File: src/rtl/core_inst_sequencer_if.sv
// Host-to-sequencer vector stream: one vector moves on each cycle where valid and ready are both high.
interface core_inst_sequencer_if #(
  parameter int DW = 64
);
  logic [DW-1:0] host_data;
  logic          host_valid;
  logic          host_ready;

  modport master (output host_data, output host_valid, input host_ready);
  modport slave  (input host_data, input host_valid, output host_ready);
endinterface

File: src/rtl/core_inst_sequencer.sv
// Drives inst/mem_in of the SFP core through load, kernel-load, execute, drain, writeback and readout for one job.
// inst/mem_in are registered (one cycle after the decision); host stalls only hold the two load phases.
module core_inst_sequencer #(
  parameter int col       = 8,
  parameter int bw        = 8,
  parameter int pr        = 8,
  parameter int addr_w    = 4,
  parameter int drain_lat = 10
) (
  input  logic                clk,
  input  logic                reset,
  input  logic                start,
  input  logic [addr_w-1:0]   num_q,
  core_inst_sequencer_if.slave host,
  output logic [19:0]         inst,
  output logic [pr*bw-1:0]    mem_in,
  output logic                busy,
  output logic                done,
  output logic                psum_valid,
  output logic [addr_w-1:0]   psum_idx
);

  localparam int CW_A = (addr_w + 1 > $clog2(col + 1)) ? addr_w + 1 : $clog2(col + 1);
  localparam int CW   = (CW_A > $clog2(drain_lat + 1)) ? CW_A : $clog2(drain_lat + 1);

  localparam int B_OFIFO_RD = 19;
  localparam int B_PMEM_WR  = 18;
  localparam int B_PMEM_RD  = 17;
  localparam int B_QMEM_WR  = 16;
  localparam int B_QMEM_RD  = 15;
  localparam int B_KMEM_WR  = 14;
  localparam int B_KMEM_RD  = 13;
  localparam int B_LOAD     = 12;
  localparam int B_EXECUTE  = 11;

  typedef enum logic [3:0] {
    IDLE, LD_K, LD_Q, KLOAD, EXEC, DRAIN, WB, RD, FIN
  } state_t;

  state_t        state, state_nxt;
  logic [CW-1:0] cnt, cnt_nxt;
  logic [CW-1:0] nq;
  logic [19:0]   inst_nxt;
  logic          mem_we;
  logic [3:0]    addr4;
  logic          last_k, last_q, last_d;

  // nq is one wider than addr_w so a count of 2^addr_w reaches its terminal compare
  assign addr4  = 4'(cnt[addr_w-1:0]);
  assign last_k = (cnt == CW'(col - 1));
  assign last_q = (cnt == nq - CW'(1));
  assign last_d = (cnt == CW'(drain_lat - 1));

  assign busy = (state != IDLE);
  assign done = (state == FIN);

  always_comb begin
    state_nxt       = state;
    cnt_nxt         = cnt + CW'(1);
    inst_nxt        = '0;
    mem_we          = 1'b0;
    host.host_ready = 1'b0;
    unique case (state)
      IDLE: begin
        cnt_nxt = '0;
        if (start) state_nxt = LD_K;
      end
      LD_K, LD_Q: begin
        host.host_ready = 1'b1;
        cnt_nxt         = cnt;
        if (host.host_valid) begin
          if (state == LD_K) inst_nxt[B_KMEM_WR] = 1'b1;
          else               inst_nxt[B_QMEM_WR] = 1'b1;
          inst_nxt[3:0] = addr4;
          mem_we        = 1'b1;
          cnt_nxt       = cnt + CW'(1);
          if ((state == LD_K) ? last_k : last_q) begin
            cnt_nxt   = '0;
            state_nxt = (state == LD_K) ? LD_Q : KLOAD;
          end
        end
      end
      KLOAD: begin
        inst_nxt[B_KMEM_RD] = 1'b1;
        inst_nxt[B_LOAD]    = 1'b1;
        inst_nxt[3:0]       = addr4;
        if (last_k) begin
          cnt_nxt   = '0;
          state_nxt = EXEC;
        end
      end
      EXEC: begin
        inst_nxt[B_QMEM_RD] = 1'b1;
        inst_nxt[B_EXECUTE] = 1'b1;
        inst_nxt[3:0]       = addr4;
        if (last_q) begin
          cnt_nxt   = '0;
          state_nxt = DRAIN;
        end
      end
      DRAIN: begin
        if (last_d) begin
          cnt_nxt   = '0;
          state_nxt = WB;
        end
      end
      WB: begin
        inst_nxt[B_OFIFO_RD] = 1'b1;
        inst_nxt[B_PMEM_WR]  = 1'b1;
        inst_nxt[3:0]        = addr4;
        if (last_q) begin
          cnt_nxt   = '0;
          state_nxt = RD;
        end
      end
      RD: begin
        inst_nxt[B_PMEM_RD] = 1'b1;
        inst_nxt[3:0]       = addr4;
        if (last_q) begin
          cnt_nxt   = '0;
          state_nxt = FIN;
        end
      end
      FIN: begin
        cnt_nxt   = '0;
        state_nxt = IDLE;
      end
      default: begin
        cnt_nxt   = '0;
        state_nxt = IDLE;
      end
    endcase
  end

  always_ff @(posedge clk) begin
    if (reset) begin
      state      <= IDLE;
      cnt        <= '0;
      nq         <= '0;
      inst       <= '0;
      mem_in     <= '0;
      psum_valid <= 1'b0;
      psum_idx   <= '0;
    end else begin
      state <= state_nxt;
      cnt   <= cnt_nxt;
      inst  <= inst_nxt;
      if (mem_we) mem_in <= host.host_data;
      if (state == IDLE && start)
        nq <= (num_q == '0) ? CW'(2 ** addr_w) : CW'(num_q);
      // psum for a pmem_rd is on the core out bus one cycle after the read issues
      psum_valid <= inst[B_PMEM_RD];
      if (inst[B_PMEM_RD]) psum_idx <= addr_w'(inst[3:0]);
    end
  end

endmodule

File: src/flat_wrapper.sv
// flat-port wrapper written by rule: the top's interface ports become plain ports
module core_inst_sequencer_flat 
#(
  parameter int col       = 8,
  parameter int bw        = 8,
  parameter int pr        = 8,
  parameter int addr_w    = 4,
  parameter int drain_lat = 10
)
  (clk, reset, start, num_q, inst, mem_in, busy, done, psum_valid, psum_idx, host_host_data, host_host_valid, host_host_ready);
  core_inst_sequencer_if #(.DW(64)) host_i ();
  input  logic clk;
  input  logic reset;
  input  logic start;
  input  logic [addr_w-1:0] num_q;
  output logic [19:0] inst;
  output logic [pr*bw-1:0] mem_in;
  output logic busy;
  output logic done;
  output logic psum_valid;
  output logic [addr_w-1:0] psum_idx;
  input wire logic [$bits(host_i.host_data)-1:0] host_host_data;
  input wire logic [$bits(host_i.host_valid)-1:0] host_host_valid;
  output wire logic [$bits(host_i.host_ready)-1:0] host_host_ready;
  assign host_i.host_data = host_host_data;
  assign host_i.host_valid = host_host_valid;
  assign host_host_ready = host_i.host_ready;
  core_inst_sequencer #(.col(col), .bw(bw), .pr(pr), .addr_w(addr_w), .drain_lat(drain_lat)) u_core (.clk(clk), .reset(reset), .start(start), .num_q(num_q), .host(host_i), .inst(inst), .mem_in(mem_in), .busy(busy), .done(done), .psum_valid(psum_valid), .psum_idx(psum_idx));
endmodule
File: config.mk
export PLATFORM = sky130hd
export DESIGN_NAME = core_inst_sequencer_flat
export DESIGN_NICKNAME = d
export VERILOG_FILES = /design/src/rtl/core_inst_sequencer_if.sv /design/src/rtl/core_inst_sequencer.sv /design/src/flat_wrapper.sv
export SDC_FILE = /design/constraint.sdc
export NUM_CORES = 1
export LEC_CHECK = 0
export ABC_AREA = 1
export BUFFER_PORTS_ARGS = -buffer_cell sky130_fd_sc_hd__buf_2
export CORE_MARGIN = 8
export CORE_UTILIZATION = 36
export CTS_BUF_LIST = sky130_fd_sc_hd__clkbuf_8
export DETAILED_ROUTE_END_ITERATION = 8
export PLACE_DENSITY = 0.64
export SLEW_MARGIN = 10
export SYNTH_ARGS = -nofsm -noshare
export SYNTH_HDL_FRONTEND = slang
export SYNTH_SLANG_ARGS = --single-unit
File: constraint.sdc
create_clock -name clk -period 1.88 [get_ports clk]
set_input_delay 0.47 -clock clk [delete_from_list [all_inputs] [get_ports clk]]
set_output_delay 0.47 -clock clk [all_outputs]
set_load 0.01 [all_outputs]
# Word-level counts from Yosys, hierarchy flattened
# Index checks and enable logic that the tools add are counted.
[word_totals]
register_bits = 103
latchBits = 0
ram_bits = 0
rom_bits = 0
in_bits = 72
out_inout_bits = 92
elab_cells = 70
n_memories = 0
[classes]
add_sub_neg = 2
n_mul = 0
div = 0
n_lt_le_gt_ge = 0
n_eq_ne = 19
shifts = 0
n_mux = 29
n_bitwise = 2
n_reduce_logical = 9
[op_table]
columns = ["operator", "count"]
rows = [
  ["4-bit 2-to-1 mux", 9],
  ["5-bit 2-to-1 mux", 6],
  ["4-bit case mux with 7 select lines", 1],
  ["5-bit case mux with 4 select lines", 1],
  ["4-bit by 3-bit equality test with 1-bit output, second input constant", 4],
  ["2-bit by 1-bit != test with 1-bit output, second input constant", 6],
  ["1-bit 2-to-1 mux", 9],
  ["4-bit by 2-bit equality test with 1-bit output, second input constant", 2],
  ["4-bit zero test", 2],
  ["4-bit case mux with 2 select lines", 1],
  ["8-bit AND reduction", 1],
  ["3-bit OR reduction", 2],
  ["5-bit by 1-bit adder with 5-bit output, second input constant", 1],
  ["5-bit by 3-bit equality test with 1-bit output, second input constant", 1],
  ["5-bit by 4-bit equality test with 1-bit output, second input constant", 1],
  ["5-bit equality test", 1],
  ["5-bit by 1-bit subtractor with 5-bit output, second input constant", 1],
  ["4-bit by 1-bit equality test with 1-bit output, second input constant", 1],
  ["4-bit equality test, second input constant", 1],
  ["2-bit 2-to-1 mux", 2],
  ["2-bit != test, second input constant", 2],
  ["4-bit nonzero test", 1],
  ["4-bit OR reduction", 1],
  ["1-bit inverter", 2],
  ["2 further kinds", 2],
]

# Longest topological paths before layout
[logic_depth]
depth_word = 6
depth_mapped = 14
depth_no_buf = 14

# Worst setup path after synthesis
# No wires, ideal clock.
[synth_timing]
path_type = "register to register"
from = "reg u_core.nq[0]"
to = "reg u_core.cnt[0]"
setup_time_ns = 0.119
arrival_ns = 1.467
required_time_ns = 1.761
setup_slack_ns = 0.294
stages_incl_launch_ff = 14
n_path_buf = 0
period_less_slack_ns = 1.586
cell_sequence = "dfxtp_1 inv_1 ha_1 inv_1 nand2_1 nand2_1 nor2_1 nand2_1 nor2_2 nand3_1 a21oi_2 nand2_1 nand2_1 a21oi_1"
[synth_via]
elab_chain_cells = 6
word_cells_on_any_way = 7
classes_between = "add/sub (1); eq/ne (1); mux (5)"
[synth_rtl]
columns = ["element", "line_no", "source"]
rows = [
  ["start: declaration", "core_inst_sequencer.sv:42", "logic [CW-1:0] nq;"],
  ["start signal: assignment", "core_inst_sequencer.sv:150", "nq <= (num_q == '0) ? CW'(2 ** addr_w) : CW'(num_q);"],
  ["5-bit by 1-bit subtractor with 5-bit output (*)", "core_inst_sequencer.sv:51", "assign last_q = (cnt == nq - CW'(1));"],
  ["5-bit equality test (*)", "core_inst_sequencer.sv:51", ""],
  ["1-bit 2-to-1 mux", "core_inst_sequencer.sv:77", "if ((state == LD_K) ? last_k : last_q) begin"],
  ["5-bit 2-to-1 mux", "core_inst_sequencer.sv:77", ""],
  ["5-bit 2-to-1 mux", "core_inst_sequencer.sv:71", "if (host.host_valid) begin"],
  ["5-bit case mux with 4 select lines (*)", "core_inst_sequencer.sv:63", "unique case (state)"],
  ["end signal: assignment", "core_inst_sequencer.sv:146", "cnt <= cnt_nxt;"],
  ["end: declaration", "core_inst_sequencer.sv:41", "logic [CW-1:0] cnt, cnt_nxt;"],
]
# Mark *: on every way between the ends. The rest lies on a longest branch, timed or not. The select of a mux whose other input is x is not followed.
# A chain may end at the register's enable or synchronous reset.

# Worst setup path after layout
[layout_timing]
from = "reg u_core.state[1]"
to = "out host_host_ready"
[layout_via]
elab_chain_cells = 3
word_cells_on_any_way = 4
classes_between = "eq/ne (2); mux (1); reduce/logical (1)"
[layout_rtl]
columns = ["element", "line_no", "source"]
rows = [
  ["start: declaration", "core_inst_sequencer.sv:40", "state_t state, state_nxt;"],
  ["start signal: assignment", "core_inst_sequencer.sv:145", "state <= state_nxt;"],
  ["4-bit by 2-bit equality test with 1-bit output / 4-bit by 1-bit equality test with 1-bit output (equally long branches)", "core_inst_sequencer.sv:63", ""],
  ["2-bit OR reduction (*)", "core_inst_sequencer.sv:63", ""],
  ["1-bit 2-to-1 mux (*)", "core_inst_sequencer.sv:63", ""],
  ["end: declaration", "flat_wrapper.sv:24", "output wire logic [$bits(host_i.host_ready)-1:0] host_host_ready;"],
]
# Mark *: on every way between the ends. The rest lies on a longest branch, timed or not.

==> flow_metrics.tcl <==
set metrics [dict create \
    hold_violations_final 0 \
    overflow 0 \
    synth.largest_area_cell "sky130_fd_sc_hd__dfxtp_1" \
    drt_iter0_drc 129 \
    critical_path.n_buffers_inverters 3 \
    timing.critical_path.depth 6 \
    post-route-min-period_ns 1.761 \
    rsz_0062_raised_after_global_routing "yes" \
    ff2ff_setup_slack_ns 0.15 \
    drt_wirelength_mm 10.53 \
    outcome "finished clean" \
    crit_required_ns 1.41 \
    tritoncts "built" \
    total_power_uw 7195 \
    die-area_sq_um 13830 \
    drv_cap 0 \
    worst_reg2reg_endpoint "u_core.cnt[0]$_SDFFE_PP0N_" \
    timing.hold.worst.start "host_host_data[6]" \
    syn_area_sq_um 3717 \
    placed_area_sq_um 4551 \
    synth_top_area_share_pct 50.08 \
    pwr_density_cell_nw_per_um2 1491 \
    cts_inserted_buffers 9 \
    cts.path.max_buffers 2 \
    nets 720 \
    min-delay-path-class "primary input to register" \
    seq_cells_post_synth 93 \
    min_delay_path_depth 3 \
    vias 3634 \
    chipHeight_microns 117.6 \
    yosys_warnings 0 \
    crit_chain "nand2_1 -> inv_2 -> nor3_4 -> nand2_4 -> inv_1 -> buf_2" \
    skew_ns 0.007748 \
    path_max_fanout 5 \
    finalSetupViolations 0 \
    cts_htree_levels 3 \
    netlist_instances 498 \
    dpl.hpwl_mm 7.844 \
    synth_enable_flop_cells 0 \
    post-route-cell-area_sq_um 4827 \
    site_rows 37 \
    port_buffers 156 \
    io-pin-count 164 \
    synth_sequential_area_ratio_pct 50.08 \
    synthesized_area_per_cell_sq_um 7.464 \
    maxClockFrequency_ghz 0.5678 \
    worstHoldEndpoint "u_core.mem_in[6]$_SDFFE_PP0P_" \
    power_leakage_uw 0.002532 \
    critical_path.endpoint_type "output port" \
    min_period_over_period_pct 93.68 \
    postCtsHoldBufs 0 \
    post_synth_num_cell_types 31 \
    vdd_ir_drop_max_mv 0.5148 \
    area.growth.synth_to_final_pct 29.86 \
    antenna_found_initial 0 \
    crit_path_start_kind "register" \
    critPathKind "register to output port" \
    cts-root-buf "sky130_fd_sc_hd__clkbuf_8" \
    die_x_microns 117.6 \
    drive_gt1_share_pct 30.92 \
    final_max_slew_viol_count 0 \
    num_antenna_cells 0 \
    wl_per_cell_microns 13.39 \
    synth.area.top_cells "sky130_fd_sc_hd__dfxtp_1 50%, sky130_fd_sc_hd__nor2_1 16%, sky130_fd_sc_hd__o21ai_0 8.1%, sky130_fd_sc_hd__nand2_1 4.0%, sky130_fd_sc_hd__inv_1 3.3%" \
    cp.arrival_ns 1.29 \
    worst_r2r_startpoint "u_core.nq[0]$_SDFFE_PP0P_" \
    worst_path_max_delay_cell "sky130_fd_sc_hd__dfxtp_2" \
    register_clock_pin_slew_on_the_reported_worst_setup_and_hold_paths_ns 0.09 \
    layoutNonFillerInstCount 786 \
    largest_net_degree_at_the_start_of_global_routing 54 \
    critical-path-max-stage-delay_ns 0.35 \
    worstSkewPairLatency_ns 0.35 \
    core_area_sq_um 10180 \
    drt_pass1_iterations 4 \
    grt_first_pass_wirelength_mm 17.18 \
    final_common_cell "sky130_fd_sc_hd__nor2_1" \
    ant_nets 0 \
    placer_s_final_routability_congestion_estimate 0.8034 \
    place_ws_ns 0.1289 \
    cts_sinks 93 \
    number_of_global_route_vias_before_repair 3616 \
    final_core_util_pct 47.40 \
    r2r.worst_path.cells 13 \
    route.detailed.vias_per_inst 4.623 \
    finalWorstSetupSlack_ns 0.1188 \
    mostFrequentLayoutCells "161 x sky130_fd_sc_hd__nor2_1, 156 x sky130_fd_sc_hd__buf_2, 90 x sky130_fd_sc_hd__dfxtp_1" \
    timing.critical_path.max_delay_family "simple AND/OR/NAND/NOR gates" \
    drc_errors 0 \
    dp.cells 768 \
    synth_top_flop_cell "sky130_fd_sc_hd__dfxtp_1" \
    global_route.usage.total_pct 15.00 \
    initial_utilization_pct 36.50 \
    ys_async_sr_fraction_pct 0 \
]
-- cell type report --
type / count / area [sq um]
fill: 1047 / 5358
sequential: 93 / 1866
inverter: 36 / 135.1
timing repair buffer: 163 / 865.8
multi-input combinational: 342 / 1558
clock inverter: 5 / 81.33
tap: 136 / 170.2
clock buffer: 11 / 151.4
-- flip-flops by register name, summed over array words and instances, names as in the netlist --
name               cells
u_core.nq              5
u_core.inst           10
u_core.mem_in         64
u_core.state           4
u_core.psum_valid      1
u_core.cnt             5
u_core.psum_idx        4
-- worst max path at each step --
stage	start	slack, ns	to
3_3_place_gp	u_core.nq[0]$_SDFFE_PP0P_	0.16	u_core.cnt[0]$_SDFFE_PP0N_
2_1_floorplan	u_core.nq[0]$_SDFFE_PP0P_	0.29	u_core.cnt[0]$_SDFFE_PP0N_
4_1_cts	u_core.state[0]$_SDFFE_PP0P_	0.04	done
5_1_grt	u_core.nq[0]$_SDFFE_PP0P_	-0.03	u_core.state[1]$_SDFFE_PP0P_
6_report	u_core.state[1]$_SDFFE_PP0P_	0.12	host_host_ready
3_5_place_dp	u_core.nq[0]$_SDFFE_PP0P_	0.13	u_core.cnt[0]$_SDFFE_PP0N_
-- routing by layer --
metal  up-vias  routed length (microns)  track usage, %
met5         -                        0               0
met4         0                      183           6.645
met3        13                     1146           7.242
met2       144                     4909           24.26
met1      1619                     4289           16.38
li1       1858                        -               -
-- tightest hold or removal path, delay by kind of cell --
family / cells / cell delay [ns]
and+or+nand+nor: 2 / 0.11
buffers and inverters: 1 / 0.08
-- Yosys cell counts, types with 3 or more instances --
cell type                  number
sky130_fd_sc_hd__inv_1         33
sky130_fd_sc_hd__o21ai_1       20
sky130_fd_sc_hd__a21oi_1        8
sky130_fd_sc_hd__o21ai_0       60
sky130_fd_sc_hd__clkbuf_1      10
sky130_fd_sc_hd__nand3_1       14
sky130_fd_sc_hd__dfxtp_1       93
sky130_fd_sc_hd__inv_2          3
sky130_fd_sc_hd__buf_2          9
sky130_fd_sc_hd__ha_1           3
sky130_fd_sc_hd__nor3_1         7
sky130_fd_sc_hd__buf_6          4
sky130_fd_sc_hd__nand2_1       40
sky130_fd_sc_hd__buf_4         10
sky130_fd_sc_hd__nor2_1       162
sky130_fd_sc_hd__nand4_1        5
sky130_fd_sc_hd__nor2_2         3
-- per-stage QoR --
stage,hold slack (ns),setup TNS (ns)
6_report,0.3326,0
5_1_grt,0.3155,-0.09978
4_1_cts,0.3079,0
3_5_place_dp,0.4792,0
3_3_place_gp,0.4719,0
2_1_floorplan,0.4533,0
-- power breakdown --
group	total (uW)	switching [uW]	internal [uW]	leakage (uW)
Clock	1530	701	825	0.000116
Sequential	2740	263	2480	0.000761
Combinational	2920	1870	1050	0.00165
-- kinds of logic (layout without fill, tap and decap cells) --
group,Yosys count,in the layout,share of synthesized area (%)
buf+inv,69,215,9.088
compound gates,92,92,12.62
xor+xnor,1,1,0.2357
other cells,1,7,0.1009
flops,93,93,50.08
simple gates,239,239,26.86
fa+ha+maj,3,3,1.010
-- what timing repair did --
action	4_1_cts	5_1_grt
buffers inserted	1	1
resized for setup	2	8
endpoints found under the setup margin	1	24
pin swaps	1	8
cloned	0	0
Power figures use the tool's default switching activity.
